[src/rtl/text_box_addr_gen.sv]
// ----------------------------------------------------------------------------
// text_box_addr_gen
//
// Text-overlay address generator. Maps the VGA beam onto a COLS x ROWS grid
// of 8x16 glyphs whose top-left corner is at (BOX_X, BOX_Y). Each cell's
// code comes from an internal writable text RAM. The block emits a font-ROM
// address {code[6:0], line[3:0]} plus the pixel column inside the glyph. Bit 7
// of a cell is a blink attribute: while blink_phase is set, a blinking cell
// shows a space (0x20) instead of its code.
//
// After reset the text RAM is filled with spaces, one cell per cycle. Host
// writes are refused during that fill and accepted afterwards.
//
// Ports
//   clk_i            pixel clock
//   rst_ni           asynchronous reset, active low
//   vga_*_i          beam timing from upstream (hcount, vcount, syncs, blanks)
//   vga_*_o          vga_*_i delayed 2 cycles, aligned with char_addr_o
//   wr_en_i          text RAM write request
//   wr_addr_i        cell index = row*COLS+col (indices >= DEPTH are dropped)
//   wr_char_i        [7] blink attribute, [6:0] character code
//   wr_ready_o       1 = a write request in this cycle is accepted
//   char_addr_o      font ROM address {code, line}; 0 outside the box
//   char_col_o       pixel column inside the glyph; 0 outside the box
//   char_valid_o     beam inside the box, aligned with char_addr_o
//
// Text RAM fill state machine
//   state   | meaning
//   CLEAR   | writing 0x20 to cell clr_ptr_q, host writes refused
//   RUN     | host writes accepted, stays here until reset
// ----------------------------------------------------------------------------
module text_box_addr_gen #(
    parameter int BOX_X        = 280,
    parameter int BOX_Y        = 104,
    parameter int COLS         = 16,
    parameter int ROWS         = 4,
    parameter int BLINK_FRAMES = 30
) (
    input  logic                clk_i,
    input  logic                rst_ni,

    input  logic [10:0]         vga_hcount_i,
    input  logic [10:0]         vga_vcount_i,
    input  logic                vga_hsync_i,
    input  logic                vga_vsync_i,
    input  logic                vga_hblnk_i,
    input  logic                vga_vblnk_i,

    output logic [10:0]         vga_hcount_o,
    output logic [10:0]         vga_vcount_o,
    output logic                vga_hsync_o,
    output logic                vga_vsync_o,
    output logic                vga_hblnk_o,
    output logic                vga_vblnk_o,

    input  logic                wr_en_i,
    input  logic [$clog2(COLS*ROWS):0] wr_addr_i,
    input  logic [7:0]          wr_char_i,
    output logic                wr_ready_o,

    output logic [10:0]         char_addr_o,
    output logic [2:0]          char_col_o,
    output logic                char_valid_o
);

    localparam int CHAR_W = 8;
    localparam int CHAR_H = 16;
    localparam int DEPTH  = COLS * ROWS;
    localparam int AW     = (DEPTH > 1) ? $clog2(DEPTH) : 1;
    // The write address carries one extra bit so that indices at or beyond
    // DEPTH are representable and can be dropped instead of aliasing.
    localparam int WAW    = $clog2(DEPTH) + 1;
    localparam int CW     = (COLS > 1) ? $clog2(COLS) : 1;
    localparam int RW     = (ROWS > 1) ? $clog2(ROWS) : 1;
    localparam int BW     = (BLINK_FRAMES > 1) ? $clog2(BLINK_FRAMES) : 1;

    // Box limits held one bit wider than the beam counters so the inclusive
    // right/bottom edge never wraps.
    localparam logic [11:0] X_LO = 12'(BOX_X);
    localparam logic [11:0] X_HI = 12'(BOX_X + COLS * CHAR_W - 1);
    localparam logic [11:0] Y_LO = 12'(BOX_Y);
    localparam logic [11:0] Y_HI = 12'(BOX_Y + ROWS * CHAR_H - 1);

    localparam logic [AW-1:0]  CLR_LAST   = AW'(DEPTH - 1);
    localparam logic [WAW-1:0] WR_LIMIT   = WAW'(DEPTH);
    localparam logic [BW-1:0]  BLINK_LAST = BW'(BLINK_FRAMES - 1);
    localparam logic [7:0]     SPACE      = 8'h20;

    typedef enum logic {
        CLEAR = 1'b0,
        RUN   = 1'b1
    } state_t;

    state_t          state_q, state_d;
    logic [AW-1:0]   clr_ptr_q, clr_ptr_d;

    logic            ram_we;
    logic [AW-1:0]   ram_waddr;
    logic [7:0]      ram_wdata;
    logic [7:0]      mem_q [DEPTH];
    logic [7:0]      rd_data_q;
    logic [AW-1:0]   rd_addr;

    logic [10:0]     h_off, v_off;
    logic            in_box_d;
    logic [CW-1:0]   col_d;
    logic [RW-1:0]   row_d;
    logic [3:0]      line_d;
    logic [2:0]      pix_d;

    logic            in_box1_q, in_box2_q;
    logic [CW-1:0]   col1_q;
    logic [RW-1:0]   row1_q;
    logic [3:0]      line1_q, line2_q;
    logic [2:0]      pix1_q, pix2_q;

    logic [10:0]     hcount1_q, vcount1_q, hcount2_q, vcount2_q;
    logic [3:0]      sync1_q, sync2_q;

    logic            frame_tick;
    logic [BW-1:0]   blink_cnt_q;
    logic            blink_phase_q;
    logic [6:0]      code;

    // ------------------------------------------------------------------
    // Fill FSM and write-port arbitration
    // ------------------------------------------------------------------
    always_ff @(posedge clk_i or negedge rst_ni) begin
        if (!rst_ni) begin
            state_q   <= CLEAR;
            clr_ptr_q <= '0;
        end else begin
            state_q   <= state_d;
            clr_ptr_q <= clr_ptr_d;
        end
    end

    always_comb begin
        state_d    = state_q;
        clr_ptr_d  = clr_ptr_q;
        ram_we     = 1'b0;
        ram_waddr  = '0;
        ram_wdata  = '0;
        wr_ready_o = 1'b0;
        case (state_q)
            CLEAR: begin
                ram_we    = 1'b1;
                ram_waddr = clr_ptr_q;
                ram_wdata = SPACE;
                if (clr_ptr_q == CLR_LAST) begin
                    state_d   = RUN;
                    clr_ptr_d = '0;
                end else begin
                    clr_ptr_d = clr_ptr_q + 1'b1;
                end
            end
            RUN: begin
                wr_ready_o = 1'b1;
                // Out-of-range indices are accepted (wr_ready=1) but dropped.
                if (wr_en_i && (wr_addr_i < WR_LIMIT)) begin
                    ram_we    = 1'b1;
                    ram_waddr = AW'(wr_addr_i);
                    ram_wdata = wr_char_i;
                end
            end
            default: begin
                state_d = CLEAR;
            end
        endcase
    end

    // ------------------------------------------------------------------
    // Text RAM: one write port, one synchronous read port, read-first on a
    // same-address collision (the read sees the previous contents).
    // ------------------------------------------------------------------
    always_ff @(posedge clk_i) begin
        if (ram_we) begin
            mem_q[ram_waddr] <= ram_wdata;
        end
        rd_data_q <= mem_q[rd_addr];
    end

    assign rd_addr = AW'(int'(row1_q) * COLS + int'(col1_q));

    // ------------------------------------------------------------------
    // Stage 1: box test and glyph coordinates
    // ------------------------------------------------------------------
    assign h_off = vga_hcount_i - X_LO[10:0];
    assign v_off = vga_vcount_i - Y_LO[10:0];

    always_comb begin
        in_box_d = ({1'b0, vga_hcount_i} >= X_LO) && ({1'b0, vga_hcount_i} <= X_HI) &&
                   ({1'b0, vga_vcount_i} >= Y_LO) && ({1'b0, vga_vcount_i} <= Y_HI);
        col_d  = '0;
        row_d  = '0;
        line_d = '0;
        pix_d  = '0;
        // Coordinates are zeroed outside the box so the RAM read index
        // always stays in range.
        if (in_box_d) begin
            col_d  = CW'(h_off >> 3);
            row_d  = RW'(v_off >> 4);
            line_d = v_off[3:0];
            pix_d  = h_off[2:0];
        end
    end

    always_ff @(posedge clk_i or negedge rst_ni) begin
        if (!rst_ni) begin
            in_box1_q <= 1'b0;
            col1_q    <= '0;
            row1_q    <= '0;
            line1_q   <= '0;
            pix1_q    <= '0;
            in_box2_q <= 1'b0;
            line2_q   <= '0;
            pix2_q    <= '0;
            hcount1_q <= '0;
            vcount1_q <= '0;
            sync1_q   <= '0;
            hcount2_q <= '0;
            vcount2_q <= '0;
            sync2_q   <= '0;
        end else begin
            in_box1_q <= in_box_d;
            col1_q    <= col_d;
            row1_q    <= row_d;
            line1_q   <= line_d;
            pix1_q    <= pix_d;
            in_box2_q <= in_box1_q;
            line2_q   <= line1_q;
            pix2_q    <= pix1_q;
            hcount1_q <= vga_hcount_i;
            vcount1_q <= vga_vcount_i;
            sync1_q   <= {vga_hsync_i, vga_vsync_i, vga_hblnk_i, vga_vblnk_i};
            hcount2_q <= hcount1_q;
            vcount2_q <= vcount1_q;
            sync2_q   <= sync1_q;
        end
    end

    // ------------------------------------------------------------------
    // Blink timer: one tick per frame, phase flips every BLINK_FRAMES ticks
    // ------------------------------------------------------------------
    assign frame_tick = (vga_hcount_i == 11'd0) && (vga_vcount_i == 11'd0);

    always_ff @(posedge clk_i or negedge rst_ni) begin
        if (!rst_ni) begin
            blink_cnt_q   <= '0;
            blink_phase_q <= 1'b0;
        end else if (frame_tick) begin
            if (blink_cnt_q == BLINK_LAST) begin
                blink_cnt_q   <= '0;
                blink_phase_q <= ~blink_phase_q;
            end else begin
                blink_cnt_q <= blink_cnt_q + 1'b1;
            end
        end
    end

    // ------------------------------------------------------------------
    // Stage 2 outputs
    // ------------------------------------------------------------------
    assign code = (rd_data_q[7] && blink_phase_q) ? SPACE[6:0] : rd_data_q[6:0];

    assign char_addr_o  = in_box2_q ? {code, line2_q} : 11'd0;
    assign char_col_o   = in_box2_q ? pix2_q : 3'd0;
    assign char_valid_o = in_box2_q;

    assign vga_hcount_o = hcount2_q;
    assign vga_vcount_o = vcount2_q;
    assign vga_hsync_o  = sync2_q[3];
    assign vga_vsync_o  = sync2_q[2];
    assign vga_hblnk_o  = sync2_q[1];
    assign vga_vblnk_o  = sync2_q[0];

endmodule

[config.mk]
export PLATFORM = sky130hd
export DESIGN_NAME = text_box_addr_gen
export DESIGN_NICKNAME = d
export VERILOG_FILES = /design/src/rtl/text_box_addr_gen.sv
export SDC_FILE = /design/constraint.sdc
export NUM_CORES = 1
export LEC_CHECK = 0
export ABC_AREA = 1
export BUFFER_PORTS_ARGS = -buffer_cell sky130_fd_sc_hd__buf_4
export CORE_MARGIN = 10
export CORE_UTILIZATION = 55
export CTS_BUF_LIST = sky130_fd_sc_hd__clkbuf_4 sky130_fd_sc_hd__clkbuf_8
export DETAILED_ROUTE_END_ITERATION = 10
export PLACE_DENSITY = 0.71
export SYNTH_ARGS = -nofsm -noshare
export SYNTH_HDL_FRONTEND = slang
export SYNTH_SLANG_ARGS = --single-unit
export TNS_END_PERCENT = 30
[constraint.sdc]
create_clock -name clk_i -period 3.7 [get_ports clk_i]
set_input_delay 0.185 -clock clk_i [delete_from_list [all_inputs] [get_ports clk_i]]
set_output_delay 0.185 -clock clk_i [all_outputs]
set_load 0.02 [all_outputs]
==> results of run 1 <==
[layer usage]
layer / global-route usage / part of all wire / vias to the layer above
met5: 0 / 0 / -
met4: 0.0956 / 0.034 / 0
met3: 0.0405 / 0.084 / 133
met2: 0.373 / 0.48 / 803
met1: 0.304 / 0.40 / 7952
li1: - / - / 7488
[Yosys cell counts (all sizes together)]
library cell	count	area, µm²
nand3b	2	15.0
nor2	109	414
dfrtp	87	2180
xor2	5	43.8
a21oi	3	15.0
nand3	455	2330
nand2	691	2610
inv	74	278
xnor2	1	8.76
a211oi	1	7.51
or2	1	6.26
a21boi	1	7.51
buf	94	609
nor4	1	6.26
edfxtp	512	15400
clkbuf	19	71.3
o21ai	17	92.6
nand4	4	25.0
dfxtp	8	160
nor3	5	25.0
o22ai	4	72.6
ha	7	87.6
[cell families after synthesis]
logic type	synth area share
adders and majority gates	0.00358
AOI/OAI and AO/OA	0.00799
and+or+nand+nor	0.222
buffers and inverters	0.0392
xor gates and xnor gates	0.00215
DFF	0.725
[through the flow]
| step | worst slack (ns) | utilization | power [µW] | area (µm²) |
|---|---|---|---|---|
| floorplan | 0.934 | - | 7550 | 24400 |
| global placement | 0.883 | 0.579 | 7660 | 25500 |
| detailed placement | 0.738 | 0.579 | 7660 | 25500 |
| CTS | 0.709 | 0.632 | 13600 | 27800 |
| global route | 0.521 | 0.632 | 14000 | 27800 |
| finish | 0.665 | 0.632 | 13600 | 27800 |
[flip-flops by register name (all words and copies together) (netlist names), 2 cells and up]
signal        count
row1_q            2
line1_q           4
vcount1_q        11
clr_ptr_q         6
hcount1_q        11
line2_q           4
pix2_q            3
vga_vcount_o     11
blink_cnt_q       5
vga_hcount_o     11
sync2_q           4
rd_data_q         8
pix1_q            3
mem_q           512
col1_q            4
sync1_q           4
[power breakdown]
part	leakage [µW]	switching [µW]	total [µW]	internal [µW]
clock	0.00107	2630	6090	3460
sequential	0.00468	13.2	7360	7350
combinational	0.00443	104	185	81.5
total	0.0102	2750	13600	10900
[final timing paths]
check,cells past startpoint,start,endpoint,slack (ns)
hold / removal,5,wr_addr_i[6],mem_q[0][5],0.14
setup reg to reg,4,state_q,mem_q[44][0],0.66
max in group asynchronous,2,rst_ni,col1_q[0],2.57
hold reg to reg,0,vcount1_q[2],vga_vcount_o[2],0.35
min in group asynchronous,2,rst_ni,vga_hcount_o[8],0.28
setup / recovery,4,state_q,mem_q[44][0],0.66
[worst max-delay path: stages, from the launching register on]
cell and delay, ns:
dfrtp_1 0.79, nand2_2 0.31, o22ai_2 0.36, nand3_2 0.48, nor2_1 0.70
[cell type report]
type / count / area share
clock buffers: 129 / 0.0577
multi-input cells: 1307 / 0.209
well taps: 592 / 0.0266
inverters: 74 / 0.0102
clock inverters: 42 / 0.0160
flip-flops and latches: 607 / 0.637
repair buffers: 141 / 0.0437
==> results.yml, run 1 <==
setup_path:
  crit_type: "register to register"
  worst-path-max-fanout: 12
  required_ns: 3.99
  crit_arrival_ns: 3.32
  endpoint_kind: "register"
  critPathLaunchType: "register"
status:
  outcome: "complete, no violations"
route:
  antenna_left: 0
  wl_um: 61600
  viasPerCell: 5.66
  firstDrtPassIters: 5
  post_drt_wl_per_cell_um: 21.3
  via_count: 16400
  drtIter0Drc: 2020
  drc: 0
global_route:
  grt_pass1_vias: 16300
  antenna_found_initial: 0
  grt_first_pass_wirelength_um: 93900
  grt.total_usage: 0.230
  overflow: 0
  grt_max_degree: 129
floorplanning:
  start_util: 0.555
  coreArea_um2: 44000
  rows: 77
  io_pins: 86
  die_width_um: 231
  dieHeight_um: 231
  dieArea_um2: 53300
clock_tree:
  cts_sinks: 607
  clock-root-buffer: "clkbuf_8"
  worstSkewPairLatency_ns: 0.69
  clkSlewWorstSetupHoldPaths_ns: 0.06
  htreeDepth: 3
  cts_tree: "built"
  ctsHoldBuffers: 28
  cts_buffer_depth: 3
  cts_buffers: 93
  ctsResizeCount: 0
  cts_setup_buffers: 0
finish:
  final_nets: 2275
  final_common_cell: "nand2_1"
  stdcell_count: 2892
  multi_input_area_um2: 5820
  fillCellCount: 3347
  antenna_cells: 0
  drive_gt1_frac: 0.134
  mostFrequentLayoutCells: "nand2_1, edfxtp_1, nand3_1, buf_4, clkbuf_8"
  syn2layout_area_growth_pct: 13.9
  regArea_um2: 17700
run:
  max-cap-violations: 0
synthesis:
  ys_seq_area_frac: 0.725
  yosys_warnings: 0
  syn_avg_cell_area_um2: 11.6
  synth_seq_cells: 607
  synth_nets: 2152
  netlist_area_um2: 24400
  yosysUniqueCellTypes: 31
  syn_inst: 2101
timing:
  finalHoldViolCount: 0
  setup_violations: 0
  rsz0062_at_grt: "no"
  finalCriticalPeriod_ns: 3.04
  report.final.slew_viol_count: 0
  clock.fmax_mhz: 329
  skew_ns: 0.0327
  finalCritPeriodShare: 0.820
  worst_slew_pin_slew_ns: 1.10
  relSlewSlack: 0.264
  finalSetupTns_ns: 0
  whs_ns: 0.140
hold_path:
  hold_path_class: "input pin to register"
place:
  finalWeightedCongestion: 0.895
  port_buffers: 85
  hpwl_um: 35500
  post-place-cells: 2693
power:
  peakVddDrop_uv: 440
  p_leak_uw: 0.0102
  p_per_area_nw_per_um2: 490
(Power assumes the default switching activity.)
==> run 2: changes to the inputs <==
Settings changed: PLACE_DENSITY 0.71 to 0.74.
Clock period 3.7 ns to 2.6 ns, I/O delays scaled along.
==> run 2 against run 1 <==
Compared with the run above: non-clock buffer count is 68 higher; clock skew shrank 0.011 ns; total power rose by 38%; count of clock-buffer cells in the layout down 2; hold slack lost 0.088 ns; sequential share of layout area fell by 1.1 points; die area unchanged; clock power rose by 32%; register-to-register slack worse by 0.51 ns.
==> results.yml, run 2 (same netlist as run 1, synthesis figures left out) <==
setup_path:
  crit_arrival_ns: 2.74
  critPathLaunchType: "register"
  required_ns: 2.90
  cp_cell_sequence: "buf_4 -> nor2_1 -> inv_1 -> o21ai_2 -> nand2_1 -> inv_1 -> nand2_2 -> nor2_1"
  crit_type: "register to register"
  endpoint_kind: "register"
  cp_slowest_stage_delay_ns: 0.60
  crit_slowest_cell: "nor2_1"
  worst-path-max-fanout: 8
floorplanning:
  dieArea_um2: 53300
  io_pins: 86
  dieHeight_um: 231
  start_util: 0.555
  coreArea_um2: 44000
  rows: 77
  die_width_um: 231
route:
  wl_um: 62400
  antenna_left: 0
  viasPerCell: 5.69
  route.met3.wl_um: 5880
  via_count: 16800
  firstDrtPassIters: 6
  post_drt_wl_per_cell_um: 21.1
  drc: 0
  drtIter0Drc: 2147
  route.layer.met1.wl_um: 23700
  highest_layer: "met4"
  met2WireLength_um: 30700
clock_tree:
  worstSkewPairLatency_ns: 0.69
  clkSlewWorstSetupHoldPaths_ns: 0.07
  cts_tree: "built"
  cts_setup_buffers: 0
  clock-root-buffer: "clkbuf_8"
  htreeDepth: 3
  cts_sinks: 607
  cts_buffers: 90
  cts_buffer_depth: 3
global_route:
  antenna_found_initial: 2
  overflow: 0
  grt.total_usage: 0.234
  grt_max_degree: 129
  grt_first_pass_wirelength_um: 95400
  grt_pass1_vias: 16800
place:
  place_ws_ns: 0.251
  hpwl_um: 37200
  finalWeightedCongestion: 0.879
  port_buffers: 85
hold_path:
  hold_path_class: "input pin to async pin"
finish:
  final_common_cell: "nand2_1"
  largest-register: "mem_q"
  fillCellCount: 3233
  mostFrequentLayoutCells: "nand2_1, edfxtp_1, nand3_1, buf_4"
  drive_gt1_frac: 0.155
  post-route-util: 0.643
  final_nets: 2340
  syn2layout_area_growth_pct: 15.9
  multi_input_area_um2: 5820
  regArea_um2: 17700
  largest_reg_flops: 512
timing:
  report.final.slew_viol_count: 0
  clock.fmax_mhz: 409
  setup_ws_ns: 0.158
  finalHoldViolCount: 0
  rsz0062_at_grt: "no"
  worst_slew_pin_slew_ns: 0.714
  setup_violations: 0
  finalCritPeriodShare: 0.939
  skew_ns: 0.0221
  finalCriticalPeriod_ns: 2.44
  relSlewSlack: 0.524
power:
  p_leak_uw: 0.0105
  p_per_area_nw_per_um2: 664
  peakVddDrop_uv: 710
run:
  max-cap-violations: 0
status:
  outcome: "complete, no violations"
## run 2: metal layers
metal,vias to the layer above,global-route usage
li1,7617,-
met1,8076,0.296
met2,972,0.387
met3,140,0.0470
met4,0,0.103
met5,-,0
## run 2: repair_timing
item / 4_1_cts / 5_1_grt
hold endpoints to repair: 145 / 0
gates resized for setup: 0 / 0
hold buffers: 30 / 0
## run 2: path summary, 6_finish.rpt
path / slack [ns] / endpoint / start / depth (start not counted)
max reg2reg: 0.16 / mem_q[63][4] / state_q / 8
max: 0.16 / mem_q[63][4] / state_q / 8
min reg2reg: 0.34 / vga_hcount_o[10] / hcount1_q[10] / 0
min: 0.05 / sync1_q[1] / rst_ni / 2
min in group clk_i: 0.08 / mem_q[31][6] / wr_char_i[6] / 4
max in group asynchronous: 1.89 / col1_q[1] / rst_ni / 3
## run 2: cell type report
type                            count  share of cell area
Antenna cell                        1           0.0000884
Clock buffer                      127              0.0558
Clock inverter                     36              0.0106
Inverter                           74              0.0101
Multi-Input combinational cell   1307               0.205
Sequential cell                   607               0.626
Tap cell                          592              0.0262
Timing Repair Buffer              209              0.0660
## run 2: per-stage QoR
step | power [µW] | setup TNS [ns] | instance area, µm² | hold slack (ns) | cells
6_report | 18800 | 0 | 28300 | 0.0518 | 2953
3_5_place_dp | 10900 | 0 | 26100 | 0.215 | 2759
3_3_place_gp | 10900 | 0 | 26100 | 0.194 | 2759
2_1_floorplan | 10700 | -74.42 | 24400 | -0.166 | 2101
4_1_cts | 18900 | 0 | 28300 | 0.0186 | 2952
5_1_grt | 19300 | 0 | 28300 | 0.0832 | 2953
## run 2: worst max-delay path, delay by kind of cell, from the launching register on
family	cells	cell delay (ns)
buffers and inverters	3	0.41
DFF	1	0.43
and+or+nand+nor	4	1.09
AOI/OAI and AO/OA	1	0.14
## run 2: where the power goes
group	internal (µW)	switching, µW	total, µW
clock	4420	3630	8050
combinational	121	152	273
sequential	10500	18.6	10500
total	15000	3800	18800
==> run 3: changes to the inputs <==
Settings changed: CORE_MARGIN 10 to 4.
==> run 3 against run 2 <==
Compared with the run above: maximum frequency up 3.8%; cell area down 0.16%; highest routed layer unchanged; sequential cell count unchanged; die area down 10%; register-to-register slack better by 0.09 ns; sequential power about the same; combinational power down 4%.
==> results.yml, run 3 (same netlist as run 1, synthesis figures left out) <==
status:
  outcome: "complete, no violations"
setup_path:
  cp_cell_sequence: "clkinv_2 -> buf_12 -> buf_4 -> nand3_1 -> nand3_1 -> nand2_1 -> nand2_1 -> nand3_1 -> nand3_1 -> nand2_1"
  required_ns: 3.18
  rrSetupSlack_ns: 0.25
  crit_type: "register to register"
  crit_path_end: "rd_data_q[7]"
  crit_slowest_cell: "dfrtp_4"
  worstRegToRegCells: 10
  cp_top_family: "buffers and inverters"
  worst-path-max-fanout: 43
  r2r-start: "col1_q[1]"
  critPathLaunchType: "register"
  cp_common_cell: "nand3_1"
  path_depth: 10
  endpoint_kind: "register"
  crit_arrival_ns: 2.93
  cp_slowest_stage_delay_ns: 0.44
  critPathBufInv: 3
  r2r_end: "rd_data_q[7]"
  cp-startpoint: "col1_q[1]"
route:
  via_count: 16700
  route.layer.met1.wl_um: 23500
  met2WireLength_um: 30000
  wl_um: 61000
  route.met3.wl_um: 5770
  drc: 0
  highest_layer: "met4"
  firstDrtPassIters: 6
  antenna_left: 0
  viasPerCell: 5.67
  drtIter0Drc: 2029
  post_drt_wl_per_cell_um: 20.7
finish:
  mostFrequentLayoutCells: "nand2_1, edfxtp_1, nand3_1, buf_4, nor2_1"
  largest-register: "mem_q"
  antenna_cells: 0
  fillCellCount: 3176
  final_nets: 2345
  drive_gt1_frac: 0.161
  syn2layout_area_growth_pct: 15.7
  final_common_cell: "nand2_1"
  largest_reg_flops: 512
clock_tree:
  worstSkewPairLatency_ns: 0.67
  htreeDepth: 3
  clock-root-buffer: "clkbuf_8"
  cts_buffers: 92
  clkSlewWorstSetupHoldPaths_ns: 0.07
  cts_tree: "built"
  ctsResizeCount: 0
  cts_sinks: 607
  cts_setup_buffers: 0
  cts_buffer_depth: 3
global_route:
  grt_pass1_vias: 16400
  antenna_found_initial: 0
  overflow: 0
  grt_first_pass_wirelength_um: 94100
  grt.total_usage: 0.258
  grt_max_degree: 129
hold_path:
  hold_path_class: "input pin to register"
timing:
  relSlewSlack: 0.387
  skew_ns: 0.0347
  clock.fmax_mhz: 425
  report.final.slew_viol_count: 0
  finalHoldViolCount: 0
  setup_ws_ns: 0.247
  setup_violations: 0
  finalCriticalPeriod_ns: 2.35
  rsz0062_at_grt: "no"
  finalCritPeriodShare: 0.905
  worst_slew_pin_slew_ns: 0.920
place:
  port_buffers: 85
  hpwl_um: 35400
  finalWeightedCongestion: 0.863
  place_ws_ns: 0.336
floorplanning:
  start_util: 0.562
  die_width_um: 219
  io_pins: 86
  rows: 76
  dieHeight_um: 219
  dieArea_um2: 47900
  coreArea_um2: 43500
power:
  p_per_area_nw_per_um2: 655
  p_total_uw: 18500
  peakVddDrop_uv: 511
  p_leak_uw: 0.0105
run:
  max-cap-violations: 0
-- run 3: cell types whose count changed in the layout (fill, tap and decap cells not counted), sizes merged --
cell	delta
clkbuf	+18
clkinv	-11
buf	+6
bufinv	-5
dlygate4sd3	-3
clkinvlp	+2
diode	-1
-- run 3: layer usage --
layer  global-route usage  vias to the layer above
li1                     -                     7623
met5                    0                        -
met3               0.0471                      132
met4               0.0935                        0
met2                0.420                      886
met1                0.355                     8091
-- run 3: worst min path at each step --
stage                           to  slack, ns  cells after the start    startpoint
CTS                     sync1_q[2]       0.07                      2   vga_vsync_i
finish                mem_q[20][7]       0.08                      4  wr_char_i[7]
global route          mem_q[20][7]       0.09                      4  wr_char_i[7]
detailed placement      sync1_q[1]       0.24                      1   vga_hblnk_i
global placement        sync1_q[3]       0.24                      1   vga_hsync_i
floorplan           blink_cnt_q[0]      -0.17                      0        rst_ni
-- run 3: what timing repair did --
action | CTS | global route
hold buffers | 27 | 0
endpoints found under the setup margin | 0 | 0
hold endpoints to repair | 122 | 0
-- run 3: metrics by stage --
| stage | utilization | TNS (ns) | cell area (µm²) | hold slack, ns | instances |
|---|---|---|---|---|---|
| floorplan | - | -74.42 | 24400 | -0.166 | 2101 |
| CTS | 0.651 | 0 | 28300 | 0.0713 | 2952 |
| detailed placement | 0.602 | 0 | 26200 | 0.241 | 2758 |
| global placement | 0.602 | 0 | 26200 | 0.240 | 2758 |
| global route | 0.651 | 0 | 28300 | 0.0895 | 2952 |
| finish | 0.651 | 0 | 28300 | 0.0807 | 2952 |
-- run 3: area by class of cell --
| cell class | instances | area [µm²] | share of cell area |
|---|---|---|---|
| sequential | 607 | 17700 | 0.627 |
| multi-input combinational | 1307 | 5820 | 0.206 |
| timing repair buffer | 212 | 1880 | 0.0667 |
| clock buffer | 145 | 1710 | 0.0604 |
| tap | 585 | 732 | 0.0259 |
| inverter | 74 | 284 | 0.0100 |
| clock inverter | 22 | 125 | 0.00443 |
-- run 3: power by group --
group          internal [µW]  switching [µW]  total [µW]
sequential             10500            15.9       10500
combinational            116             146         263
clock                   4180            3600        7780
total                  14800            3770       18500
-- run 3: worst min-delay path, delay by kind of cell --
| family | cells | cell delay, ns |
|---|---|---|
| buffers and inverters | 3 | 0.36 |
| AND/OR/NAND/NOR | 1 | 0.05 |
